[src/rtl/regfile_wr_arbiter_if.sv]
// Purpose: requester handshake bus plus register-file write port of regfile_wr_arbiter.
// Latency: none, signal bundle only; req_lock exists only when REGFILE_ARB_LOCK_EN is defined.
// Backpressure: per-requester valid/ready; the write port itself is never stalled.
interface regfile_wr_arbiter_if #(
    parameter int NREQ = 4,
    parameter int AW   = 3,
    parameter int DW   = 8
);
    localparam int PW = $clog2(NREQ);

    logic [NREQ-1:0]    req_valid;
    logic [NREQ*AW-1:0] req_addr;
    logic [NREQ*DW-1:0] req_data;
    logic [NREQ-1:0]    req_ready;
`ifdef REGFILE_ARB_LOCK_EN
    logic [NREQ-1:0]    req_lock;
`endif
    logic               hold;
    logic               we3;
    logic [AW-1:0]      wa3;
    logic [DW-1:0]      wd3;
    logic [PW-1:0]      gnt_id;
    logic               busy;

    // Arbiter side
    modport slave (
        input  req_valid, req_addr, req_data,
`ifdef REGFILE_ARB_LOCK_EN
        input  req_lock,
`endif
        input  hold,
        output req_ready, we3, wa3, wd3, gnt_id, busy
    );

    // Requester / register-file side
    modport master (
        output req_valid, req_addr, req_data,
`ifdef REGFILE_ARB_LOCK_EN
        output req_lock,
`endif
        output hold,
        input  req_ready, we3, wa3, wd3, gnt_id, busy
    );
endinterface

[src/rtl/regfile_wr_arbiter.sv]
// Purpose: round-robin share of the register file write port; optional grant locking under REGFILE_ARB_LOCK_EN.
// Latency: one cycle from transfer (req_valid & req_ready) to we3/wa3/wd3/gnt_id.
// Backpressure: req_ready is one-hot or zero; hold or reset forces it to zero, one transfer per cycle max.
module regfile_wr_arbiter #(
    parameter int NREQ     = 4,
    parameter int AW       = 3,
    parameter int DW       = 8,
    parameter int LOCK_MAX = 4
) (
    input  logic                 clk,
    input  logic                 rst,
    regfile_wr_arbiter_if.slave  bus
);
    localparam int PW = $clog2(NREQ);

    if (NREQ < 2 || NREQ > 8 || LOCK_MAX < 1) begin : g_bad_cfg
        $error("regfile_wr_arbiter: NREQ must be 2..8 and LOCK_MAX >= 1");
    end

    logic [PW-1:0]   rr_ptr_q, rr_ptr_d;
    logic            we3_q;
    logic [AW-1:0]   wa3_q;
    logic [DW-1:0]   wd3_q;
    logic [PW-1:0]   gnt_q;

    logic            found;
    logic [PW-1:0]   win;
    logic [PW-1:0]   cand;
    logic [PW-1:0]   win_nxt;
    logic [NREQ-1:0] gnt_vec;
    logic            xfer;
    logic [AW-1:0]   sel_addr;
    logic [DW-1:0]   sel_data;
    logic            lock_act;

`ifdef REGFILE_ARB_LOCK_EN
    localparam int CW = $clog2(LOCK_MAX + 1);
    typedef enum logic {ARB, LOCKED} state_t;
    state_t          state_q, state_d;
    logic [PW-1:0]   owner_q, owner_d;
    logic [CW-1:0]   cnt_q, cnt_d;

    // Lock only binds while the owner keeps its request up; a dropped valid re-arbitrates the same cycle.
    assign lock_act = (state_q == LOCKED) && bus.req_valid[owner_q];
`else
    assign lock_act = 1'b0;
`endif

    // Pick the winner: locked owner, otherwise first valid requester scanning up from rr_ptr.
    always_comb begin
        found = 1'b0;
        win   = '0;
        cand  = '0;
`ifdef REGFILE_ARB_LOCK_EN
        if (lock_act) begin
            found = 1'b1;
            win   = owner_q;
        end
`endif
        for (int k = 0; k < NREQ; k++) begin
            cand = PW'((int'(rr_ptr_q) + k) % NREQ);
            if (!lock_act && !found && bus.req_valid[cand]) begin
                found = 1'b1;
                win   = cand;
            end
        end
    end

    // Grant vector and the winner's write payload.
    always_comb begin
        gnt_vec  = '0;
        sel_addr = '0;
        sel_data = '0;
        if (!rst && !bus.hold && found) begin
            gnt_vec[win] = 1'b1;
        end
        for (int i = 0; i < NREQ; i++) begin
            if (win == PW'(i)) begin
                sel_addr = bus.req_addr[i*AW +: AW];
                sel_data = bus.req_data[i*DW +: DW];
            end
        end
    end

    assign xfer    = |gnt_vec;
    assign win_nxt = (win == PW'(NREQ - 1)) ? '0 : win + PW'(1);

    // Next-state: pointer advances past the winner unless the grant is held by a lock.
    always_comb begin
        rr_ptr_d = rr_ptr_q;
`ifdef REGFILE_ARB_LOCK_EN
        state_d = lock_act ? LOCKED : ARB;
        owner_d = owner_q;
        cnt_d   = lock_act ? cnt_q : '0;
        if (xfer) begin
            if (lock_act) begin
                if (!bus.req_lock[win] || cnt_q == CW'(LOCK_MAX - 1)) begin
                    state_d  = ARB;
                    cnt_d    = '0;
                    rr_ptr_d = win_nxt;
                end else begin
                    cnt_d = cnt_q + CW'(1);
                end
            end else if (bus.req_lock[win] && LOCK_MAX > 1) begin
                state_d = LOCKED;
                owner_d = win;
                cnt_d   = CW'(1);
            end else begin
                rr_ptr_d = win_nxt;
            end
        end
`else
        if (xfer) begin
            rr_ptr_d = win_nxt;
        end
`endif
    end

    // Arbitration state register.
    always_ff @(posedge clk) begin
        if (rst) begin
            rr_ptr_q <= '0;
`ifdef REGFILE_ARB_LOCK_EN
            state_q  <= ARB;
            owner_q  <= '0;
            cnt_q    <= '0;
`endif
        end else begin
            rr_ptr_q <= rr_ptr_d;
`ifdef REGFILE_ARB_LOCK_EN
            state_q  <= state_d;
            owner_q  <= owner_d;
            cnt_q    <= cnt_d;
`endif
        end
    end

    // Registered write port; address/data/id hold their last value when idle.
    always_ff @(posedge clk) begin
        if (rst) begin
            we3_q <= 1'b0;
            wa3_q <= '0;
            wd3_q <= '0;
            gnt_q <= '0;
        end else begin
            we3_q <= xfer;
            if (xfer) begin
                wa3_q <= sel_addr;
                wd3_q <= sel_data;
                gnt_q <= win;
            end
        end
    end

    assign bus.req_ready = gnt_vec;
    assign bus.we3       = we3_q;
    assign bus.wa3       = wa3_q;
    assign bus.wd3       = wd3_q;
    assign bus.gnt_id    = gnt_q;
    assign bus.busy      = |bus.req_valid;

endmodule

[src/flat_wrapper.sv]
// flat-port wrapper written by rule: the top's interface ports become plain ports
module regfile_wr_arbiter_flat 
#(
    parameter int NREQ     = 4,
    parameter int AW       = 3,
    parameter int DW       = 8,
    parameter int LOCK_MAX = 4
)
  (clk, rst, bus_req_valid, bus_req_addr, bus_req_data, bus_hold, bus_req_ready, bus_we3, bus_wa3, bus_wd3, bus_gnt_id, bus_busy);
  regfile_wr_arbiter_if #(.NREQ(NREQ), .AW(AW), .DW(DW)) bus_i ();
  input  logic clk;
  input  logic rst;
  input wire logic [$bits(bus_i.req_valid)-1:0] bus_req_valid;
  input wire logic [$bits(bus_i.req_addr)-1:0] bus_req_addr;
  input wire logic [$bits(bus_i.req_data)-1:0] bus_req_data;
  input wire logic [$bits(bus_i.hold)-1:0] bus_hold;
  output wire logic [$bits(bus_i.req_ready)-1:0] bus_req_ready;
  output wire logic [$bits(bus_i.we3)-1:0] bus_we3;
  output wire logic [$bits(bus_i.wa3)-1:0] bus_wa3;
  output wire logic [$bits(bus_i.wd3)-1:0] bus_wd3;
  output wire logic [$bits(bus_i.gnt_id)-1:0] bus_gnt_id;
  output wire logic [$bits(bus_i.busy)-1:0] bus_busy;
  assign bus_i.req_valid = bus_req_valid;
  assign bus_i.req_addr = bus_req_addr;
  assign bus_i.req_data = bus_req_data;
  assign bus_i.hold = bus_hold;
  assign bus_req_ready = bus_i.req_ready;
  assign bus_we3 = bus_i.we3;
  assign bus_wa3 = bus_i.wa3;
  assign bus_wd3 = bus_i.wd3;
  assign bus_gnt_id = bus_i.gnt_id;
  assign bus_busy = bus_i.busy;
  regfile_wr_arbiter #(.NREQ(NREQ), .AW(AW), .DW(DW), .LOCK_MAX(LOCK_MAX)) u_core (.clk(clk), .rst(rst), .bus(bus_i));
endmodule
[config.mk]
export PLATFORM = sky130hd
export DESIGN_NAME = regfile_wr_arbiter_flat
export DESIGN_NICKNAME = d
export VERILOG_FILES = /design/src/rtl/regfile_wr_arbiter_if.sv /design/src/rtl/regfile_wr_arbiter.sv /design/src/flat_wrapper.sv
export SDC_FILE = /design/constraint.sdc
export NUM_CORES = 1
export LEC_CHECK = 0
export BUFFER_PORTS_ARGS = -buffer_cell sky130_fd_sc_hd__buf_2
export CAP_MARGIN = 15
export CORE_ASPECT_RATIO = 0.5
export CORE_MARGIN = 2
export CORE_UTILIZATION = 25
export DETAILED_ROUTE_END_ITERATION = 7
export PLACE_DENSITY = 0.5
export SYNTH_ARGS = -nofsm -noshare
export SYNTH_HDL_FRONTEND = slang
export SYNTH_SLANG_ARGS = --single-unit
[constraint.sdc]
create_clock -name clk -period 5.1 [get_ports clk]
set_input_delay 0.51 -clock clk [delete_from_list [all_inputs] [get_ports clk]]
set_output_delay 0.51 -clock clk [all_outputs]
set_load 0.02 [all_outputs]
==> impl_metrics.ini <==
[status]
outcome = complete, no violations

[finish]
layout-drive-gt1-share_pct = 34.6
finalNonFillerCells = 268
final_area_um2 = 1460
fin_nets = 271
n_antenna_cell = 0
area_delta_synth_final_pct = 37.7

[timing]
fmax_ghz = 0.324
fin_worst_skew_ns = 0.00224
worst_slack_ns = 2.01
drv_slew = 0
fin_setup_tns_ns = 0
final.period_utilization_pct = 60.6
tightest_slew_ns = 0.806
final_hold_viol_count = 0
whs_ns = 0.464
fin_crit_ns = 3.09
rsz0062_at_grt = false
setup_viol = 0
slew-limit-headroom_pct = 46.3

[critical_path]
crit_chain = mux2i_1 > nor2_1 > or3_1 > inv_1 > ha_1 > nor4_1 > or4_1 > nor4_1 > a31o_2
crit_path_end_kind = flip-flop
required_ns = 5.29
crit_arrival_ns = 3.28
crit_type = reg2reg
critPathMostFrequentCell = nor4_1
crit_path_max_incr_delay_ns = 0.64
path_delay_family = simple AND/OR/NAND/NOR gates
start_kind = flip-flop
critical-path-slowest-cell = ha_1
critPathMaxFanout = 24
path_buf_inv = 1

[synthesis]
ys_seq_elements = 16
avgSynthCellArea_um2 = 6.87
yosysMostFrequentCell = a21oi_1
synth-edff-count = 0
synth_flop_cell = dfxtp_1
yosysWarnings = 0
syn_nets = 209
synth_top_area_share_pct = 30.3
synth.largest_area_cell = dfxtp_1
syn_area_um2 = 1060
ys_seq_area_share_pct = 30.3
netlist_instances = 154
synthTopCellsByCount = a21oi_1 (38), o21ai_0 (22), dfxtp_1 (16), inv_1 (16), nand2_1 (15)
synthArstFlopShare_pct = 0
yosys.cell_types.count = 24
synthTopCellsByArea = dfxtp_1 (30%), a21oi_1 (18%), o21ai_0 (10%)

[hold_path]
hp-class = reg2reg

[die]
die_width_um = 96.0
core-area_um2 = 3980
rows = 16
io_pins = 70
die_y_um = 50.0
start_util_pct = 26.6
die_area_um2 = 4800

[clocking]
cts.sink_count = 16
path_clk_slew_ns = 0.06
cts_tree = yes
holdBufCountCts = 0
postCtsSetupBuffers = 0
cts-resized-gates = 0
cts_root_buffer = clkbuf_8
numCtsBuffers = 3
htree_levels = 1
insertion_delay_ns = 0.24
cts.path.max_buffers = 2

[placement]
dp_slack_ns = 1.92
hpwlAfterDp_um = 2520
place_inst = 265
dpl_cell_area_um2 = 1420
gp_congestion = 0.785
numPortBuffers = 69

[detailed_routing]
wl_per_cell_um = 11.9
drt_iter0_drc = 60
wl_um = 3200
postRouteAntennaNets = 0
drc_errors = 0
firstDrtPassIters = 4
vias_per_cell = 4.71
num_vias = 1262

[global_route]
antenna_found_initial = 0
grt_max_degree = 26
grt_usage_pct = 13.6
overflow = 0
grt_pass1_wl_um = 5090
first_global_vias = 1193

[pwr]
leakage_nw = 0.738
ir_worst_vdd_v = 0.0000766
power.density_nw_per_um2 = 255

[run]
maxCapViolCount = 0
-- logic make-up (layout without fill, tap and decap cells) --
| family | count (synthesis) | count (layout) | share of synthesized area (%) |
|---|---|---|---|
| muxes | 1 | 1 | 0.946 |
| DFF | 16 | 16 | 30.3 |
| adders and majority gates | 4 | 4 | 4.73 |
| AOI/OAI and AO/OA | 76 | 76 | 39.8 |
| buffers and inverters | 29 | 89 | 11.7 |
| and+or+nand+nor | 28 | 28 | 12.5 |
-- final timing paths --
| kind | from | cells after the start | to | slack [ns] |
|---|---|---|---|---|
| worst min-delay path | u_core.bus.gnt_id[1] | 2 | u_core.bus.gnt_id[1] | 0.46 |
| worst max-delay path | u_core.rr_ptr_q[1] | 9 | u_core.bus.gnt_id[0] | 2.01 |
| worst min register to register | u_core.bus.gnt_id[1] | 2 | u_core.bus.gnt_id[1] | 0.46 |
| worst max register to register | u_core.rr_ptr_q[1] | 9 | u_core.bus.gnt_id[0] | 2.01 |
-- cell usage in the layout (no fill, tap or decap), types with 2 or more instances in the layout --
| master | instances |
|---|---|
| nand2_1 | 15 |
| a22oi_1 | 11 |
| dfxtp_1 | 16 |
| a21oi_1 | 38 |
| buf_2 | 69 |
| o21ai_0 | 22 |
| and2_1 | 4 |
| ha_1 | 4 |
| clkbuf_8 | 3 |
| nor4_1 | 3 |
| nor2_1 | 2 |
| inv_1 | 16 |
-- per-stage QoR --
step                power (W)  utilization (%)
floorplan            0.000238                -
global placement     0.000283             35.6
detailed placement   0.000285             35.6
CTS                  0.000377             36.6
global route         0.000401             36.6
finish               0.000372             36.6
-- area by class of cell --
| class | count | area [um^2] |
|---|---|---|
| fillers | 455 | 2530 |
| multi-input cells | 109 | 614 |
| repair buffers | 69 | 345 |
| flip-flops and latches | 16 | 320 |
| inverters | 17 | 68.8 |
| well taps | 54 | 67.6 |
| clock buffers | 3 | 41.3 |
-- worst min-delay path, stage by stage, from the launching register on --
cell     delay (ns)
dfxtp_1        0.31
nand2_1        0.06
a21oi_1        0.05
-- layer usage --
layer / global-route usage [%] / vias to the layer above / routed length (um)
li1: - / 662 / -
met4: 2.38 / 0 / 16
met1: 16.0 / 575 / 1430
met2: 24.5 / 23 / 1650
met5: 0 / - / 0
met3: 3.98 / 2 / 101
-- flip-flops by register name, summed over array words and instances (netlist names) --
signal             count
u_core.bus.gnt_id      2
u_core.bus.wd3         8
u_core.bus.we3         1
u_core.bus.wa3         3
u_core.rr_ptr_q        2
-- power breakdown --
| group | switching [W] | internal, W | total, W | leakage (nW) |
|---|---|---|---|---|
| clock network | 0.0000391 | 0.0000522 | 0.0000913 | 0.0216 |
| logic | 0.0000832 | 0.0000554 | 0.000139 | 0.585 |
| registers | 0.00000587 | 0.000137 | 0.000142 | 0.131 |
| total | 0.000128 | 0.000244 | 0.000372 | 0.738 |
Power figures use the tool's default switching activity.
